File: src/rtl/vend_pkg.sv
// Shared constants and state types for the vending machine datapath and sequencer.
package vend_pkg;

   localparam logic [3:0] P15 = 4'b0001;
   localparam logic [3:0] P20 = 4'b0010;
   localparam logic [3:0] P25 = 4'b0100;
   localparam logic [3:0] P30 = 4'b1000;

   localparam logic [7:0] E0  = 8'h00;
   localparam logic [7:0] E5  = 8'h05;
   localparam logic [7:0] E10 = 8'h10;
   localparam logic [7:0] E15 = 8'h15;
   localparam logic [7:0] E20 = 8'h20;
   localparam logic [7:0] E25 = 8'h25;
   localparam logic [7:0] E30 = 8'h30;
   localparam logic [7:0] E35 = 8'h35;

   typedef enum logic [2:0] {
      StIdle, StMotor, StDimeHi, StDimeLo, StNickHi, StNickLo, StDone, StFault
   } vend_state_e;

   typedef enum logic [1:0] {HsIdle, HsHi, HsLo} hs_state_e;

   function automatic logic vend_legal(logic [3:0] item, logic [7:0] change);
      return (item inside {P15, P20, P25, P30}) && (change[7:4] <= 4'd9) &&
             (change[3:0] == 4'd0 || change[3:0] == 4'd5);
   endfunction

endpackage

File: src/rtl/hopper_handshake.sv
// One 4-phase req/ack channel to a coin hopper, with a per-phase ack timeout.
module hopper_handshake
   import vend_pkg::*;
#(
   parameter int unsigned ACK_TIMEOUT = 1000,
   parameter int unsigned CNT_W       = 16
) (
   input  logic clk,
   input  logic reset,
   input  logic start,
   input  logic ack,
   output logic req,
   output logic ack_seen,
   output logic done,
   output logic timeout
);

   hs_state_e        state_q;
   logic [CNT_W-1:0] cnt_q;

   assign ack_seen = (state_q == HsHi) && ack;
   assign done     = (state_q == HsLo) && !ack;
   // An ack arriving on the last allowed cycle still wins over the timeout.
   assign timeout  = ((state_q == HsHi && !ack) || (state_q == HsLo && ack)) &&
                     (cnt_q == CNT_W'(ACK_TIMEOUT - 1));

   always_ff @(posedge clk) begin
      if (reset) begin
         state_q <= HsIdle;
         req     <= 1'b0;
         cnt_q   <= '0;
      end else begin
         case (state_q)
            HsIdle: begin
               if (start) begin
                  state_q <= HsHi;
                  req     <= 1'b1;
                  cnt_q   <= '0;
               end
            end
            HsHi: begin
               if (ack) begin
                  state_q <= HsLo;
                  req     <= 1'b0;
                  cnt_q   <= '0;
               end else if (timeout) begin
                  state_q <= HsIdle;
                  req     <= 1'b0;
               end else begin
                  cnt_q <= cnt_q + 1'b1;
               end
            end
            HsLo: begin
               if (!ack) begin
                  state_q <= start ? HsHi : HsIdle;
                  req     <= start;
                  cnt_q   <= '0;
               end else if (timeout) begin
                  state_q <= HsIdle;
               end else begin
                  cnt_q <= cnt_q + 1'b1;
               end
            end
            default: begin
               state_q <= HsIdle;
               req     <= 1'b0;
            end
         endcase
      end
   end

endmodule

File: src/rtl/vend_dispense_sequencer.sv
// Runs the item motor, then pays change (dimes first, then at most one nickel) via
// two hopper handshakes; latches a sticky fault if a hopper stops responding.
module vend_dispense_sequencer
   import vend_pkg::*;
#(
   parameter int unsigned MOTOR_CYCLES = 50,
   parameter int unsigned ACK_TIMEOUT  = 1000,
   parameter int unsigned CNT_W        = 16
) (
   input  logic       clk,
   input  logic       reset,
   input  logic       vend_start,
   input  logic [3:0] item_sel,
   input  logic [7:0] change_bcd,
   output logic       busy,
   output logic [3:0] motor_en,
   output logic       dime_req,
   input  logic       dime_ack,
   output logic       nickel_req,
   input  logic       nickel_ack,
   output logic [7:0] change_left_bcd,
   output logic       vend_done,
   output logic       bad_req,
   output logic       fault
);

   vend_state_e      state_q;
   vend_state_e      pay_next;
   logic [CNT_W-1:0] cnt_q;
   logic             motor_last, pay_step, dime_start, nick_start;
   logic             dime_ack_seen, dime_done, dime_timeout;
   logic             nick_ack_seen, nick_done, nick_timeout;

   assign busy       = (state_q != StIdle);
   assign motor_last = (cnt_q == CNT_W'(MOTOR_CYCLES - 1));
   assign pay_step   = (state_q == StMotor && motor_last) || (state_q == StDimeLo && dime_done);
   assign dime_start = pay_step && (pay_next == StDimeHi);
   assign nick_start = pay_step && (pay_next == StNickHi);

   always_comb begin
      pay_next = StDone;
      if (change_left_bcd[7:4] != 4'd0) begin
         pay_next = StDimeHi;
      end else if (change_left_bcd[3:0] == 4'd5) begin
         pay_next = StNickHi;
      end
   end

   hopper_handshake #(
      .ACK_TIMEOUT(ACK_TIMEOUT),
      .CNT_W      (CNT_W)
   ) u_dime (
      .clk     (clk),
      .reset   (reset),
      .start   (dime_start),
      .ack     (dime_ack),
      .req     (dime_req),
      .ack_seen(dime_ack_seen),
      .done    (dime_done),
      .timeout (dime_timeout)
   );

   hopper_handshake #(
      .ACK_TIMEOUT(ACK_TIMEOUT),
      .CNT_W      (CNT_W)
   ) u_nickel (
      .clk     (clk),
      .reset   (reset),
      .start   (nick_start),
      .ack     (nickel_ack),
      .req     (nickel_req),
      .ack_seen(nick_ack_seen),
      .done    (nick_done),
      .timeout (nick_timeout)
   );

   always_ff @(posedge clk) begin
      if (reset) begin
         state_q         <= StIdle;
         cnt_q           <= '0;
         motor_en        <= '0;
         change_left_bcd <= E0;
         vend_done       <= 1'b0;
         bad_req         <= 1'b0;
         fault           <= 1'b0;
      end else begin
         vend_done <= 1'b0;
         bad_req   <= 1'b0;
         case (state_q)
            StIdle: begin
               if (vend_start) begin
                  if (vend_legal(item_sel, change_bcd)) begin
                     state_q         <= StMotor;
                     motor_en        <= item_sel;
                     change_left_bcd <= change_bcd;
                     cnt_q           <= '0;
                  end else begin
                     bad_req <= 1'b1;
                  end
               end
            end
            StMotor: begin
               if (motor_last) begin
                  motor_en  <= '0;
                  state_q   <= pay_next;
                  vend_done <= (pay_next == StDone);
               end else begin
                  cnt_q <= cnt_q + 1'b1;
               end
            end
            StDimeHi: begin
               if (dime_ack_seen) begin
                  change_left_bcd <= change_left_bcd - E10;
                  state_q         <= StDimeLo;
               end else if (dime_timeout) begin
                  state_q <= StFault;
                  fault   <= 1'b1;
               end
            end
            StDimeLo: begin
               if (dime_done) begin
                  state_q   <= pay_next;
                  vend_done <= (pay_next == StDone);
               end else if (dime_timeout) begin
                  state_q <= StFault;
                  fault   <= 1'b1;
               end
            end
            StNickHi: begin
               if (nick_ack_seen) begin
                  change_left_bcd[3:0] <= 4'd0;
                  state_q              <= StNickLo;
               end else if (nick_timeout) begin
                  state_q <= StFault;
                  fault   <= 1'b1;
               end
            end
            StNickLo: begin
               if (nick_done) begin
                  state_q   <= StDone;
                  vend_done <= 1'b1;
               end else if (nick_timeout) begin
                  state_q <= StFault;
                  fault   <= 1'b1;
               end
            end
            StDone: begin
               change_left_bcd <= E0;
               state_q         <= StIdle;
            end
            default: state_q <= StFault;
         endcase
      end
   end

endmodule

File: config.mk
export PLATFORM = sky130hd
export DESIGN_NAME = vend_dispense_sequencer
export DESIGN_NICKNAME = d
export VERILOG_FILES = /design/src/rtl/vend_pkg.sv /design/src/rtl/hopper_handshake.sv /design/src/rtl/vend_dispense_sequencer.sv
export SDC_FILE = /design/constraint.sdc
export NUM_CORES = 1
export LEC_CHECK = 0
export ABC_AREA = 1
export CORE_MARGIN = 1.5
export CORE_UTILIZATION = 40
export CTS_BUF_LIST = sky130_fd_sc_hd__clkbuf_4
export CTS_CLUSTER_SIZE = 40
export DETAILED_ROUTE_END_ITERATION = 10
export GPL_TIMING_DRIVEN = 1
export HOLD_SLACK_MARGIN = 0.08
export PLACE_DENSITY_LB_ADDON = 0.05
export SYNTH_ARGS = -nofsm -noshare
export SYNTH_HDL_FRONTEND = slang
export SYNTH_SLANG_ARGS = --single-unit
File: constraint.sdc
create_clock -name clk -period 1.6 [get_ports clk]
set_input_delay 0.24 -clock clk [delete_from_list [all_inputs] [get_ports clk]]
set_output_delay 0.24 -clock clk [all_outputs]
set_load 0.01 [all_outputs]
==> key figures <==
CTS
  • Clk sinks: about 70
  • Root Buffer: clkbuf_4
  • CTS tree: built
  • Clk_lat worst skew: roughly 480 ps
  • CTS buffer count: 9
  • CTS Hold Bufs: 0
  • Clock transition at path regs: ~120 ps
  • H-tree Lvls: 3
  • CTS max path bufs: 2

Outcome
  • Status: complete, but fails checks
  • Failing checks: negative setup slack

Flow run
  • Total of max-cap violations: 0

Timing
  • Fin. Hold Viols: 0
  • Relative slew slack: about three fifths
  • Clock skew: between 15 and 20 ps
  • Least-Margin Pin Slew: between 500 and 600 ps
  • Setup Viol. Count Final: 5
  • Worst setup margin: -31.42 ps
  • Final Max Tran Viols: 0
  • Max frequency: 613.0 MHz
  • Setup_tns: -78.00 ps
  • RSZ-0062 raised after global routing: yes
  • Final period util: 102.0%
  • Min Clock Period, post-route: around 1600 ps
  • Hold slack: 378.9 ps

Pwr
  • Pwr/cell area: approximately 520 nW/um^2
  • Static Leakage: roughly 3 nW
  • Worst vdd ir: just under 0.0004 V
  • Pwr Total: 3.734 mW

Worst setup path
  • CP peak stage delay: around 340 ps
  • CP Capture Point: u_dime.cnt_q[0]$_SDFFE_PP0P_
  • Critical R2R Launch: cnt_q[1]$_SDFFE_PP0P_
  • R2R Path End: u_dime.cnt_q[0]$_SDFFE_PP0P_
  • CP Launch Type: flip-flop
  • Worst path required time: around 2000 ps
  • Arrival @ worst endpoint: around 2000 ps
  • R2R cell count: 13
  • Crit Path Max Fanout: 4
  • CP Capture Type: flip-flop
  • Critical path type: flip-flop to flip-flop
  • R2r setup slk: -30 ps
  • Slowest-stage cell, CP: dfxtp_2
  • Cell Chain, Critical Path: inv_2 > ha_4 > nand2_2 > nor2_2 > nand2_2 > nand2_4 > nand3_4 > nand2_8 > buf_6 > nand3_4 > nand2_1 > nand2_1 > nor2_1
  • Crit path from: cnt_q[1]$_SDFFE_PP0P_

Placement
  • Placer Congestion: between 0.9 and 1
  • Port bufs: 34
  • DP Cell Count: between 1,000 and 1,500
  • Dpl cell area: 6222 um^2
  • DP Worst Slack: -368.3 ps
  • HPWL after detailed placement: between 10,000 and 15,000 um

Synthesis
  • Cells after Synth: approximately 770
  • Post-synthesis mux area share: 0%
  • Seq/Total Area, Yosys: 30.42%
  • Ys Warns: 0
  • Syn Nets: roughly 800
  • Syn Area/Cell: between 6 and 7 um^2
  • Synth Area in Simple Gates: between 30% and 40%
  • Compound-gate portion of the synthesized area: 13.94%
  • XOR/XNOR Fraction of Synth Area: between 2 and 2.5%
  • FF+latch count, synth: between 70 and 80
  • Area of the mapped netlist: approximately 4700 um^2
  • Adder-Cell Fraction of Synth Area: about 3.4%
  • Yosys cell types: 42
  • Largest family of logic cells by synthesized area: simple AND/OR/NAND/NOR gates

Routing
  • DRT antenna net count: 0
  • Routed Wire Length: roughly 15,000 um
  • DRC viols: 0
  • Vias per inst: 5.082
  • Routed wire length per instance: 13.52 um
  • Via Count: roughly 5,600
  • Drt first pass iters: 5
  • Initial DRC Count: about 300

Floorplan
  • Row cnt: 39
  • Total core area: 11,470 um^2
  • Initial Util: 41.32%
  • Die width: 111.8 um
  • I/O pin cnt: 35
  • Die Span Y: around 110 um
  • Die area: ~13,000 um^2

GRT
  • First-pass GRT wire length: between 20,000 and 25,000 um
  • Largest net degree at the start of global routing: 38
  • Initial antenna violation count: 0
  • Gr ovfl total: 0
  • Gr usage total: ~23%
  • Vias in the first global route: 5,273

Final layout
  • # fillers: between 1,000 and 1,500
  • Final net count: approximately 1,000
  • Syn-to-layout area delta: 52.42%
  • Layout cell share with drive strength beyond 1: ~36%
  • Fin area: 7222 um^2
  • N_diodes: 0
  • Final Core Density: a little over three fifths
  • Finished Layout Cells: ~1,100

Min path
  • Worst Hold Class: primary input to flip-flop
sequential cells by signal, summed over array words and instances, names as in the netlist:
register          count
motor_en              4
u_dime.req            1
change_left_bcd       8
bad_req               1
u_nickel.state_q      2
u_nickel.cnt_q       16
state_q               3
cnt_q                16
u_dime.state_q        2
u_dime.cnt_q         16
vend_done             1
fault                 1
u_nickel.req          1
cell usage after synthesis (all sizes together):
cell type  count  area (um^2)
o21bai         9        67.56
nand4         24        150.1
o211ai         2        15.01
o22ai          1        6.260
a21oi         61        320.3
xor2          11        96.34
a211oi         1        7.510
clkbuf         6        23.77
nand2        203        794.5
nor4           1        6.260
inv          113        426.7
ha            13        162.7
nor3b          1        7.510
clkinv         2        7.510
a21boi         1        7.510
nand3         68        350.3
a31o           1        8.760
buf            6        47.54
dfxtp         72         1441
or3            1        7.510
o21ai         38        197.7
nand3b         2        15.01
nor3          17        85.08
or2            9        56.30
a31oi          2        12.51
a32o           1        10.01
and3           2        12.51
nor2          99        386.6
a22oi          1        7.510
kinds of logic after synthesis:
| logic type | count (synthesis) |
|---|---|
| AO/OA/AOI/OAI | 118 |
| XOR/XNOR | 11 |
| adder cells (fa/ha/maj) | 13 |
| buffers and inverters | 127 |
| flip-flops | 72 |
| AND/OR/NAND/NOR | 427 |
layer usage:
layer	track usage [%]	vias up	routed length [um]
met4	9.789	0	340
met3	3.865	25	560
met2	39.63	124	7332
met1	28.35	2565	6560
met5	0	-	0
li1	-	2846	-
cells in the final DEF, fill, tap and decap left out, types with 11 or more instances in the layout:
cell,instances
clkdlybuf4s50_1,17
nand2_2,21
nor2_4,11
nand3_1,53
nand4_1,24
dlygate4sd2_1,16
buf_4,127
a21oi_1,36
nand2_1,166
o21ai_1,15
inv_2,16
buf_6,15
xor2_1,11
dfxtp_2,13
nand2_4,14
nor2_2,18
o21ai_0,17
nor2_1,70
a21oi_2,22
dfxtp_1,55
inv_1,91
worst min-delay path by stage:
stage / start / cells after the start / end / slack [ps]
6_report: item_sel[0] / 3 / motor_en[0]$_SDFFE_PP0P_ / 380
5_1_grt: item_sel[0] / 3 / motor_en[0]$_SDFFE_PP0P_ / 390
4_1_cts: item_sel[1] / 3 / motor_en[1]$_SDFFE_PP0P_ / 360
3_5_place_dp: change_left_bcd[3]$_SDFFE_PP0P_ / 2 / change_left_bcd[3]$_SDFFE_PP0P_ / 450
3_3_place_gp: change_left_bcd[1]$_SDFFE_PP0P_ / 2 / change_left_bcd[1]$_SDFFE_PP0P_ / 440
2_1_floorplan: item_sel[0] / 2 / motor_en[0]$_SDFFE_PP0P_ / 390
timing repair:
item,in CTS,in global routing
gates resized for setup,81,174
endpoints found under the setup margin,75,69
cloned,0,2
pin swaps,12,63
buffers inserted,6,11
power by group:
| group | internal (mW) | switching, mW | leakage, nW | total, mW |
|---|---|---|---|---|
| Clock | 0.447 | 0.714 | 0.0681 | 1.16 |
| Combinational | 0.330 | 0.386 | 2.42 | 0.717 |
| Sequential | 1.82 | 0.0327 | 0.590 | 1.86 |
| Total | 2.60 | 1.13 | 3.08 | 3.73 |
final cells by class:
| cell class | instances | area [um^2] | area share, % |
|---|---|---|---|
| Clock buffer | 9 | 67.56 | 0.9356 |
| Inverter | 115 | 459.2 | 6.358 |
| Timing Repair inverter | 1 | 5.005 | 0.06930 |
| Sequential cell | 72 | 1473 | 20.39 |
| Timing Repair Buffer | 178 | 1478 | 20.46 |
| Multi-Input combinational cell | 570 | 3510 | 48.60 |
| Clock inverter | 6 | 51.30 | 0.7103 |
| Tap cell | 143 | 178.9 | 2.477 |
worst max-delay path, delay by kind of cell (launching register included):
family | cells | cell delay [ps]
adder cells (fa/ha/maj) | 1 | 120
buffers and inverters | 2 | 200
flip-flops | 1 | 340
AND/OR/NAND/NOR | 10 | 920
No activity file was read; power rests on OpenSTA's default activity.
